<file path="src/rtl/dvi_decoder.sv">
// -----------------------------------------------------------------------------
// dvi_decoder
//
// Receive side of the single-channel 2-level DVI link. Raw 10-bit words from
// the deserializer may be split across symbol boundaries. The block finds
// symbol alignment by bit-slip on runs of control symbols. Once locked, it
// decodes the 8-symbol set to pixel/DE/HS/VS and flags invalid symbols and
// broken disparity alternation.
//
// Parameters:
//   LOCK_RUN    consecutive control symbols at one offset needed to lock
//   SEARCH_WIN  words examined per offset before slipping to the next offset
//   ERR_LIMIT   consecutive invalid symbols while locked that drop lock
//
// Ports:
//   i_clk       word clock
//   i_rstn      synchronous active-low reset
//   i_word      raw deserialized word, bit 0 earliest on the wire
//   o_pix       decoded pixel bit (1 = full intensity)
//   o_de        data enable
//   o_hs        hsync
//   o_vs        vsync
//   o_locked    symbol alignment achieved (mirrors the FSM state)
//   o_offset    current bit offset, 0..9
//   o_err       one-cycle pulse per invalid symbol / disparity violation
//               while locked
//
// Optional build macro DVI_DECODER_STATS_EN adds:
//   o_err_cnt   saturating count of o_err pulses
//   o_slip_cnt  saturating count of offset increments
//
// Stream handshake: none. A new word is consumed on every i_clk edge and
// decoded outputs appear two cycles after the word carrying a symbol's first
// bit, at every offset.
// -----------------------------------------------------------------------------
module dvi_decoder #(
   parameter int LOCK_RUN   = 16,
   parameter int SEARCH_WIN = 1024,
   parameter int ERR_LIMIT  = 4
) (
   input  logic        i_clk,
   input  logic        i_rstn,
   input  logic [9:0]  i_word,
   output logic        o_pix,
   output logic        o_de,
   output logic        o_hs,
   output logic        o_vs,
   output logic        o_locked,
   output logic [3:0]  o_offset,
   output logic        o_err
`ifdef DVI_DECODER_STATS_EN
   ,
   output logic [15:0] o_err_cnt,
   output logic [7:0]  o_slip_cnt
`endif
);

   localparam int RUN_W = (LOCK_RUN   > 1) ? $clog2(LOCK_RUN)   : 1;
   localparam int WIN_W = (SEARCH_WIN > 1) ? $clog2(SEARCH_WIN) : 1;
   localparam int ERR_W = (ERR_LIMIT  > 1) ? $clog2(ERR_LIMIT)  : 1;

   localparam logic [RUN_W-1:0] RUN_LAST = RUN_W'(LOCK_RUN - 1);
   localparam logic [WIN_W-1:0] WIN_LAST = WIN_W'(SEARCH_WIN - 1);
   localparam logic [ERR_W-1:0] ERR_LAST = ERR_W'(ERR_LIMIT - 1);

   // Symbol set, aligned, MSB first.
   localparam logic [9:0] SYM_CTRL0 = 10'b1101010100;
   localparam logic [9:0] SYM_CTRL1 = 10'b0010101011;
   localparam logic [9:0] SYM_CTRL2 = 10'b0101010100;
   localparam logic [9:0] SYM_CTRL3 = 10'b1010101011;
   localparam logic [9:0] SYM_P0_POS = 10'b1111111111;
   localparam logic [9:0] SYM_P0_NEG = 10'b0100000000;
   localparam logic [9:0] SYM_P1_POS = 10'b0011111111;
   localparam logic [9:0] SYM_P1_NEG = 10'b1000000000;

   typedef enum logic {
      ST_SEARCH = 1'b0,
      ST_LOCKED = 1'b1
   } state_t;

   state_t           state;
   logic [9:0]       r_prev;
   logic [RUN_W-1:0] run_cnt;
   logic [WIN_W-1:0] win_cnt;
   logic [ERR_W-1:0] err_run;
   logic             exp_pos;   // next pixel symbol should carry positive disparity
   logic             r_skip;    // first cycle after a slip: run counter frozen

   // Two consecutive words form a 20-bit window; the symbol starts at the
   // current offset into the older word.
   logic [19:0] window;
   logic [9:0]  sym;

   assign window = {i_word, r_prev};
   assign sym    = 10'(window >> o_offset);

   logic is_ctrl;
   logic is_pix;
   logic pix_val;
   logic pix_pos;
   logic ctl_hs;
   logic ctl_vs;

   always_comb begin
      is_ctrl = 1'b0;
      is_pix  = 1'b0;
      pix_val = 1'b0;
      pix_pos = 1'b0;
      ctl_hs  = 1'b0;
      ctl_vs  = 1'b0;
      case (sym)
         SYM_CTRL0:  begin is_ctrl = 1'b1;                                   end
         SYM_CTRL1:  begin is_ctrl = 1'b1; ctl_hs = 1'b1;                    end
         SYM_CTRL2:  begin is_ctrl = 1'b1;                  ctl_vs = 1'b1;   end
         SYM_CTRL3:  begin is_ctrl = 1'b1; ctl_hs = 1'b1;   ctl_vs = 1'b1;   end
         SYM_P0_POS: begin is_pix  = 1'b1;                  pix_pos = 1'b1;  end
         SYM_P0_NEG: begin is_pix  = 1'b1;                                   end
         SYM_P1_POS: begin is_pix  = 1'b1; pix_val = 1'b1;  pix_pos = 1'b1;  end
         SYM_P1_NEG: begin is_pix  = 1'b1; pix_val = 1'b1;                   end
         default:    begin is_ctrl = 1'b0;                                   end
      endcase
   end

   // Cycle events. A lock takes priority over a slip in the same cycle, and
   // the refill cycle after a slip cannot lock.
   logic lock_evt;
   logic slip_evt;
   logic err_evt;
   logic lose_evt;

   always_comb begin
      lock_evt = (state == ST_SEARCH) && !r_skip && is_ctrl && (run_cnt == RUN_LAST);
      slip_evt = (state == ST_SEARCH) && !lock_evt && (win_cnt == WIN_LAST);
      err_evt  = (state == ST_LOCKED) && !is_ctrl && (!is_pix || (pix_pos != exp_pos));
      lose_evt = (state == ST_LOCKED) && !is_ctrl && !is_pix && (err_run == ERR_LAST);
   end

   always_ff @(posedge i_clk) begin
      if (!i_rstn) begin
         state    <= ST_SEARCH;
         r_prev   <= '0;
         run_cnt  <= '0;
         win_cnt  <= '0;
         err_run  <= '0;
         exp_pos  <= 1'b1;
         r_skip   <= 1'b0;
         o_pix    <= 1'b0;
         o_de     <= 1'b0;
         o_hs     <= 1'b0;
         o_vs     <= 1'b0;
         o_locked <= 1'b0;
         o_offset <= 4'd0;
         o_err    <= 1'b0;
      end else begin
         r_prev <= i_word;
         r_skip <= slip_evt;
         o_err  <= err_evt;

         case (state)
            ST_SEARCH: begin
               o_pix    <= 1'b0;
               o_de     <= 1'b0;
               o_hs     <= 1'b0;
               o_vs     <= 1'b0;
               o_locked <= 1'b0;
               if (lock_evt) begin
                  state    <= ST_LOCKED;
                  o_locked <= 1'b1;
                  run_cnt  <= '0;
                  win_cnt  <= '0;
                  err_run  <= '0;
                  exp_pos  <= 1'b1;  // the locking symbol is a control symbol
               end else if (slip_evt) begin
                  o_offset <= (o_offset == 4'd9) ? 4'd0 : o_offset + 4'd1;
                  run_cnt  <= '0;
                  win_cnt  <= '0;
               end else begin
                  if (win_cnt != '1) win_cnt <= win_cnt + WIN_W'(1);
                  if (!r_skip) begin
                     if (!is_ctrl)             run_cnt <= '0;
                     else if (run_cnt != '1)   run_cnt <= run_cnt + RUN_W'(1);
                  end
               end
            end

            ST_LOCKED: begin
               o_locked <= 1'b1;
               if (is_ctrl) begin
                  o_de    <= 1'b0;
                  o_pix   <= 1'b0;
                  o_hs    <= ctl_hs;
                  o_vs    <= ctl_vs;
                  exp_pos <= 1'b1;
                  err_run <= '0;
               end else if (is_pix) begin
                  o_de    <= 1'b1;
                  o_pix   <= pix_val;
                  // Follow the received disparity so one bad symbol costs one
                  // error pulse, not a whole line of them.
                  exp_pos <= !pix_pos;
                  err_run <= '0;
               end else begin
                  o_de  <= 1'b0;
                  o_pix <= 1'b0;
                  if (lose_evt) begin
                     state    <= ST_SEARCH;
                     o_locked <= 1'b0;
                     err_run  <= '0;
                     run_cnt  <= '0;
                     win_cnt  <= '0;
                  end else if (err_run != '1) begin
                     err_run <= err_run + ERR_W'(1);
                  end
               end
            end

            default: state <= ST_SEARCH;
         endcase
      end
   end

`ifdef DVI_DECODER_STATS_EN
   always_ff @(posedge i_clk) begin
      if (!i_rstn) begin
         o_err_cnt  <= '0;
         o_slip_cnt <= '0;
      end else begin
         if (err_evt && (o_err_cnt != '1))   o_err_cnt  <= o_err_cnt + 16'd1;
         if (slip_evt && (o_slip_cnt != '1)) o_slip_cnt <= o_slip_cnt + 8'd1;
      end
   end
`endif

endmodule

</file>
<file path="config.mk">
export PLATFORM = sky130hd
export DESIGN_NAME = dvi_decoder
export DESIGN_NICKNAME = d
export VERILOG_FILES = /design/src/rtl/dvi_decoder.sv
export SDC_FILE = /design/constraint.sdc
export NUM_CORES = 1
export LEC_CHECK = 0
export BUFFER_PORTS_ARGS = -buffer_cell sky130_fd_sc_hd__buf_2
export CORE_MARGIN = 3
export CORE_UTILIZATION = 56
export CTS_BUF_LIST = sky130_fd_sc_hd__clkbuf_4
export DETAILED_ROUTE_END_ITERATION = 12
export GPL_ROUTABILITY_DRIVEN = 0
export GPL_TIMING_DRIVEN = 1
export PLACE_DENSITY_LB_ADDON = 0.08
export SLEW_MARGIN = 40
export SYNTH_ARGS = -nofsm -noshare
export SYNTH_HDL_FRONTEND = slang
export SYNTH_SLANG_ARGS = --single-unit
</file>
<file path="constraint.sdc">
create_clock -name i_clk -period 2.97 [get_ports i_clk]
set_input_delay 0.594 -clock i_clk [delete_from_list [all_inputs] [get_ports i_clk]]
set_output_delay 0.594 -clock i_clk [all_outputs]
set_load 0.02 [all_outputs]
</file>
---- Word-level counts from Yosys, hierarchy flattened ----
Index checks and enable logic that the tools add are counted.
cells by class
  add/sub/neg operators ................... 4
  equality and inequality tests ........... 26
  shift operators ......................... 1
  muxes and demuxes ....................... 48
  bitwise operators ....................... 2
  reductions and logical operators ........ 26
operators by type and width
  cell                     count
  $mux W10                 6
  $eq A10 B10 Y1 const B   5
  $mux W4                  9
  $eq A10 B8 Y1 const B    2
  $eq A10 B9 Y1 const B    2
  $pmux W10 S2             1
  $shr A20 B4 Y10          1
  $mux W1                  19
  $pmux W1 S2              6
  $add A10 B1 Y10 const B  1
  $mux W2                  5
  $ne A10 B10 Y1 const B   1
  $logic_and A1 B1 Y1      9
  $add A4 B1 Y4 const B    2
  $eq A4 B4 Y1 const B     2
  $ne A2 B2 Y1 const B     4
  $ne A4 B4 Y1 const B     2
  $pmux W4 S2              1
  $reduce_or A2 Y1         4
  $reduce_or A4 Y1         2
  $logic_not A1 Y1         5
  $ne A5 B1 Y1 const B     1
  $ne A5 B4 Y1 const B     1
  $reduce_and A5 Y1        1
  12 further kinds         15
word-level totals
  flip-flop bits (word level) ............. 38
  input bits .............................. 12

---- Logic depth before layout (Yosys ltp) ----
  word-level depth ........................ 12
  mapped depth ............................ 12

---- Worst setup path before layout ----
Ideal clock, no wire load.
  kind .................................... register to register
  start ................................... reg o_offset[0]
  end ..................................... reg win_cnt[8]
  arrival time ............................ 3.023 ns
  slack ................................... -0.175 ns
  stages on the path, launching flop included .. 11
  buffers on the path ..................... 2
  clock period less this slack ............ 3.145 ns
  cells stage by stage .................... dfxtp_1 > buf_6 > mux4_1 > a22o_2 > or2_4 > or4_4 > nor3_4 > o21a_4 > buf_8 > nor3_1 > a221o_1
on the way
  cells in the longest elaborated chain, start to end .. 12
  elaborated cells on any way between the ends .. 31
  classes of those cells .................. eq/ne: 12; shift: 1; mux: 5; reduce/logical: 13
RTL lines
  element                                 RTL line  RTL
  start, declared                         49        output logic [3:0] o_offset,
  start signal, assigned                  174       o_offset <= (o_offset == 4'd9) ? 4'd0 : o_offset + 4'd1;
  $shr A20 B4 Y10 (*)                     95        assign sym = 10'(window >> o_offset);
  $eq A10 B10 Y1 (tied with other cells)  111       case (sym)
  $reduce_or A4 Y1 (no source line)       n/a
  $mux W1                                 111
  $logic_and A1 B1 Y1 (2 in series)       132       lock_evt = (state == ST_SEARCH) && !r_skip && is_ctrl && (run_cnt == RUN_LAST);
  $logic_not A1 Y1                        133       slip_evt = (state == ST_SEARCH) && !lock_evt && (win_cnt == WIN_LAST);
  $logic_and A1 B1 Y1 (2 in series)       133
  $mux W10                                173       end else if (slip_evt) begin
  $mux W10                                166       if (lock_evt) begin
  $pmux W10 S2                            159       case (state)
  end signal, assigned                    178       if (win_cnt != '1) win_cnt <= win_cnt + WIN_W'(1);
  end, declared                           84        logic [WIN_W-1:0] win_cnt;
Mark *: on every way between the ends. The rest lies on a longest branch, timed or not.
A chain may end at the register's enable or synchronous reset.

---- Worst setup path in the final report ----
Ends and elaborated chain as after synthesis.

==> metrics.yaml <==
sta:
  slew_headroom: 0.5324
  fin_crit_sh: 1.032
  skew_ns: 0.01587
  worst_pin_slew_ns: 0.6961
  hold_ws_ns: 0.4785
  min_period_ns: 3.065
  hold_viol_final: 0
  fin_tns_setup_ns: -0.8907
  setup_viol: 19
  max_clock_freq_mhz: 326.3
  worst_slack_ns: -0.09482
  rsz0062_at_grt: "true"
  drv_slew: 0
critical_path:
  cp_slowest_stage_delay_ns: 0.55
  worst_setup_path_end_kind: "flop"
  worst-setup-path-type: "flop to flop"
  critPathTopFamily: "multiplexers"
  cp_data_arrival_time_ns: 3.34
  worst_ep_required_time_ns: 3.24
  slowest_stage: "or4_4"
  path_buf_inv: 2
  critPathMaxFanout: 6
  setup.worst_path.start_class: "flop"
  cp_cell_sequence: "buf_6, mux4_2, mux4_2, or4_4, nor3_4, buf_6, o21a_4, nor3_2, a221o_1"
final_layout:
  final_nets: 383
  fin_area_um2: 3371
  area_growth_pct: 29.46
  fillCellCount: 327
  diodes: 0
  drive_gt1_frac: 0.4011
place:
  placed_cell_area_um2: 3062
  io_buffers: 21
  dp_hpwl_um: 4937
synth:
  syn_area_um2: 2604
  syn_inst: 287
  synth.ff_latch_count: 38
  synthTopCellsByArea: "dfxtp_1 (29%), mux4_2 (7.8%), mux4_1 (7.1%), mux2i_1 (4.2%), nand3_1 (3.7%)"
  yosysWarnings: 0
  ys.flop_type: "dfxtp_1"
  synth_seq_area_share: 0.2922
  yosys.area.top_type: "dfxtp_1"
  synthDistinctLibCells: 60
  async_reset_ff_frac: 0
  syn_area_per_cell_um2: 9.072
  synth_edf_count: 0
  synth_nets: 302
  synth_top_area_share: 0.2922
power_and_ir_drop:
  switchingPower_uw: 269.1
  swShare: 0.2828
  max-vdd-ir-drop_uv: 239.2
  finalPower_uw: 951.5
  pwr-share-seq: 0.557
  p_leak_nw: 1.366
  pwr-share-clk: 0.296
  pwr-share-comb: 0.148
  p_int_uw: 682.4
  power_density_nw_per_um2: 282.3
floorplan:
  die_area_um2: 5503
  core_um2: 4414
  rows: 24
  fp.dieH_um: 74.19
  io_pins: 22
  fp.dieW_um: 74.19
  start_util: 0.5899
clock_network:
  clk_pin_slew_worst_paths_ns: 0.13
  cts_buffer_depth: 2
  root_buffer: "clkbuf_4"
  insertion_delay_ns: 0.37
  clock-sinks: 38
  h-tree-depth: 2
  tritoncts: "done"
  cts_buffers: 5
  cts-hold-fix-buffers: 0
run_status:
  failed_checks: "setup timing"
  status: "finished, violations left"
global_route:
  grt.total_usage: 0.2836
  grt_pass1_vias: 2530
  grt_overflow: 0
  grt_pass1_wl_um: 11980
  antenna_found_initial: 0
  grt_max_degree: 25
detailed_routing:
  drc_errors: 0
  ant_nets: 0
  routed-via-count: 2711
  drt_iter0_drc: 280
  via_per_inst: 6.439
  first_pass_iters: 5
  drt_wl_total_um: 7496
  wl_per_cell_um: 17.81
min_path:
  hold_path_class: "flop to flop"
run:
  maxCapViolCount: 0
metrics by stage:
step	cells	utilization	setup WS, ns
after detailed placement	397	0.6936	-0.3662
final	421	0.7636	-0.09482
after global placement	397	0.6936	-0.3169
after floorplan	287	-	-0.05439
after global routing	421	0.7636	-0.1857
after CTS	421	0.7486	-0.07007
layer usage:
layer  share of wire  wire length, µm  GRT usage  up-vias
met5               0                0          0        -
met4           0.030              226     0.1187        0
met3           0.070              522    0.05811       25
met2            0.48             3590     0.4537      125
met1            0.42             3156     0.3740     1295
li1                -                -          -     1266
state kept, by name, indices dropped and copies added, names as in the netlist:
register and flops:
state 1, o_hs 1, o_de 1, o_vs 1, r_prev 10, o_pix 1
err_run 2, exp_pos 1, o_offset 4, run_cnt 4, win_cnt 10, o_err 1
r_skip 1
power by group through the flow:
stage	sequential (mW)	combinational, mW	clock (mW)
floorplan	0.537	0.0666	0
global placement	0.540	0.124	0
detailed placement	0.541	0.128	0
CTS	0.529	0.134	0.284
global route	0.531	0.152	0.306
finish	0.530	0.141	0.281
placed cells by master, fill, tap and decap left out, drive strengths merged, types with 2 or more instances in the layout:
master and count:
buf 88, dfxtp 38, nand2 25, nand3 19, nor2 19, mux4 16
inv 14, nor3 14, and2 13, mux2i 11, o21ai 9, a31oi 8
nand4 7, a21oi 6, nor2b 5, o22ai 5, clkbuf 5, or2 5
o221ai 4, or4 4, xnor2 3, o211ai 3, ha 3, a22o 3
and3 3, o31ai 3, clkinv 3, nor4 3, nand2b 2, a22oi 2
nand3b 2, a211o 2, a221o 2, a32o 2, a211oi 2, o21a 2
cell families (layout without fill, tap and decap cells):
logic type | after synthesis | count (layout) | synth area share
buffers and inverters | 30 | 111 | 0.06150
adders and majority gates | 3 | 3 | 0.01442
DFF | 38 | 38 | 0.2922
xor gates and xnor gates | 3 | 3 | 0.01009
AOI/OAI and AO/OA | 58 | 59 | 0.1615
muxes | 28 | 28 | 0.1951
and+or+nand+nor | 127 | 127 | 0.2653
Yosys cell counts, types with 2 or more instances:
library cell	n
a32o_1	2
nor2_1	19
nand2_1	25
o31ai_1	3
clkbuf_1	6
nand4_1	7
a22oi_1	2
nor4_1	3
mux4_2	9
buf_6	3
mux2i_1	11
nand3b_1	2
a211o_1	2
a211oi_1	2
and3_1	2
a21oi_1	6
ha_1	3
dfxtp_1	38
o211ai_1	3
nor2b_1	5
and2_1	12
nand2b_1	2
o22ai_1	5
or2_2	4
nand3_1	19
buf_4	3
a31oi_1	8
o21ai_0	7
a22o_1	2
o21ai_1	2
buf_2	2
mux4_1	7
inv_1	14
a221o_1	2
xnor2_1	3
or4_1	3
nor3_1	13
o221ai_1	4
final timing paths:
check                    from    endpoint  slack (ns)  depth (start not counted)
setup / recovery  o_offset[0]  win_cnt[8]       -0.09                          9
hold / removal     run_cnt[3]  run_cnt[3]        0.48                          1
setup reg to reg  o_offset[0]  win_cnt[8]       -0.09                          9
hold reg to reg    run_cnt[3]  run_cnt[3]        0.48                          1
repair_timing:
action	4_1_cts	5_1_grt
gates cloned	1	0
endpoints found under the setup margin	22	27
buffers inserted	15	0
pin swaps	12	7
resized for setup	16	21
area by class of cell:
cell class              count  area, µm²  share of cell area
clock buffers               5      37.54             0.01114
clock inverters             3      16.27            0.004826
inverters                  15      56.30             0.01670
multi-input cells         220       1784              0.5293
flip-flops and latches     38      764.5              0.2268
well taps                  52      65.06             0.01930
repair buffers             88      646.9              0.1919
(Power assumes the default switching activity.)
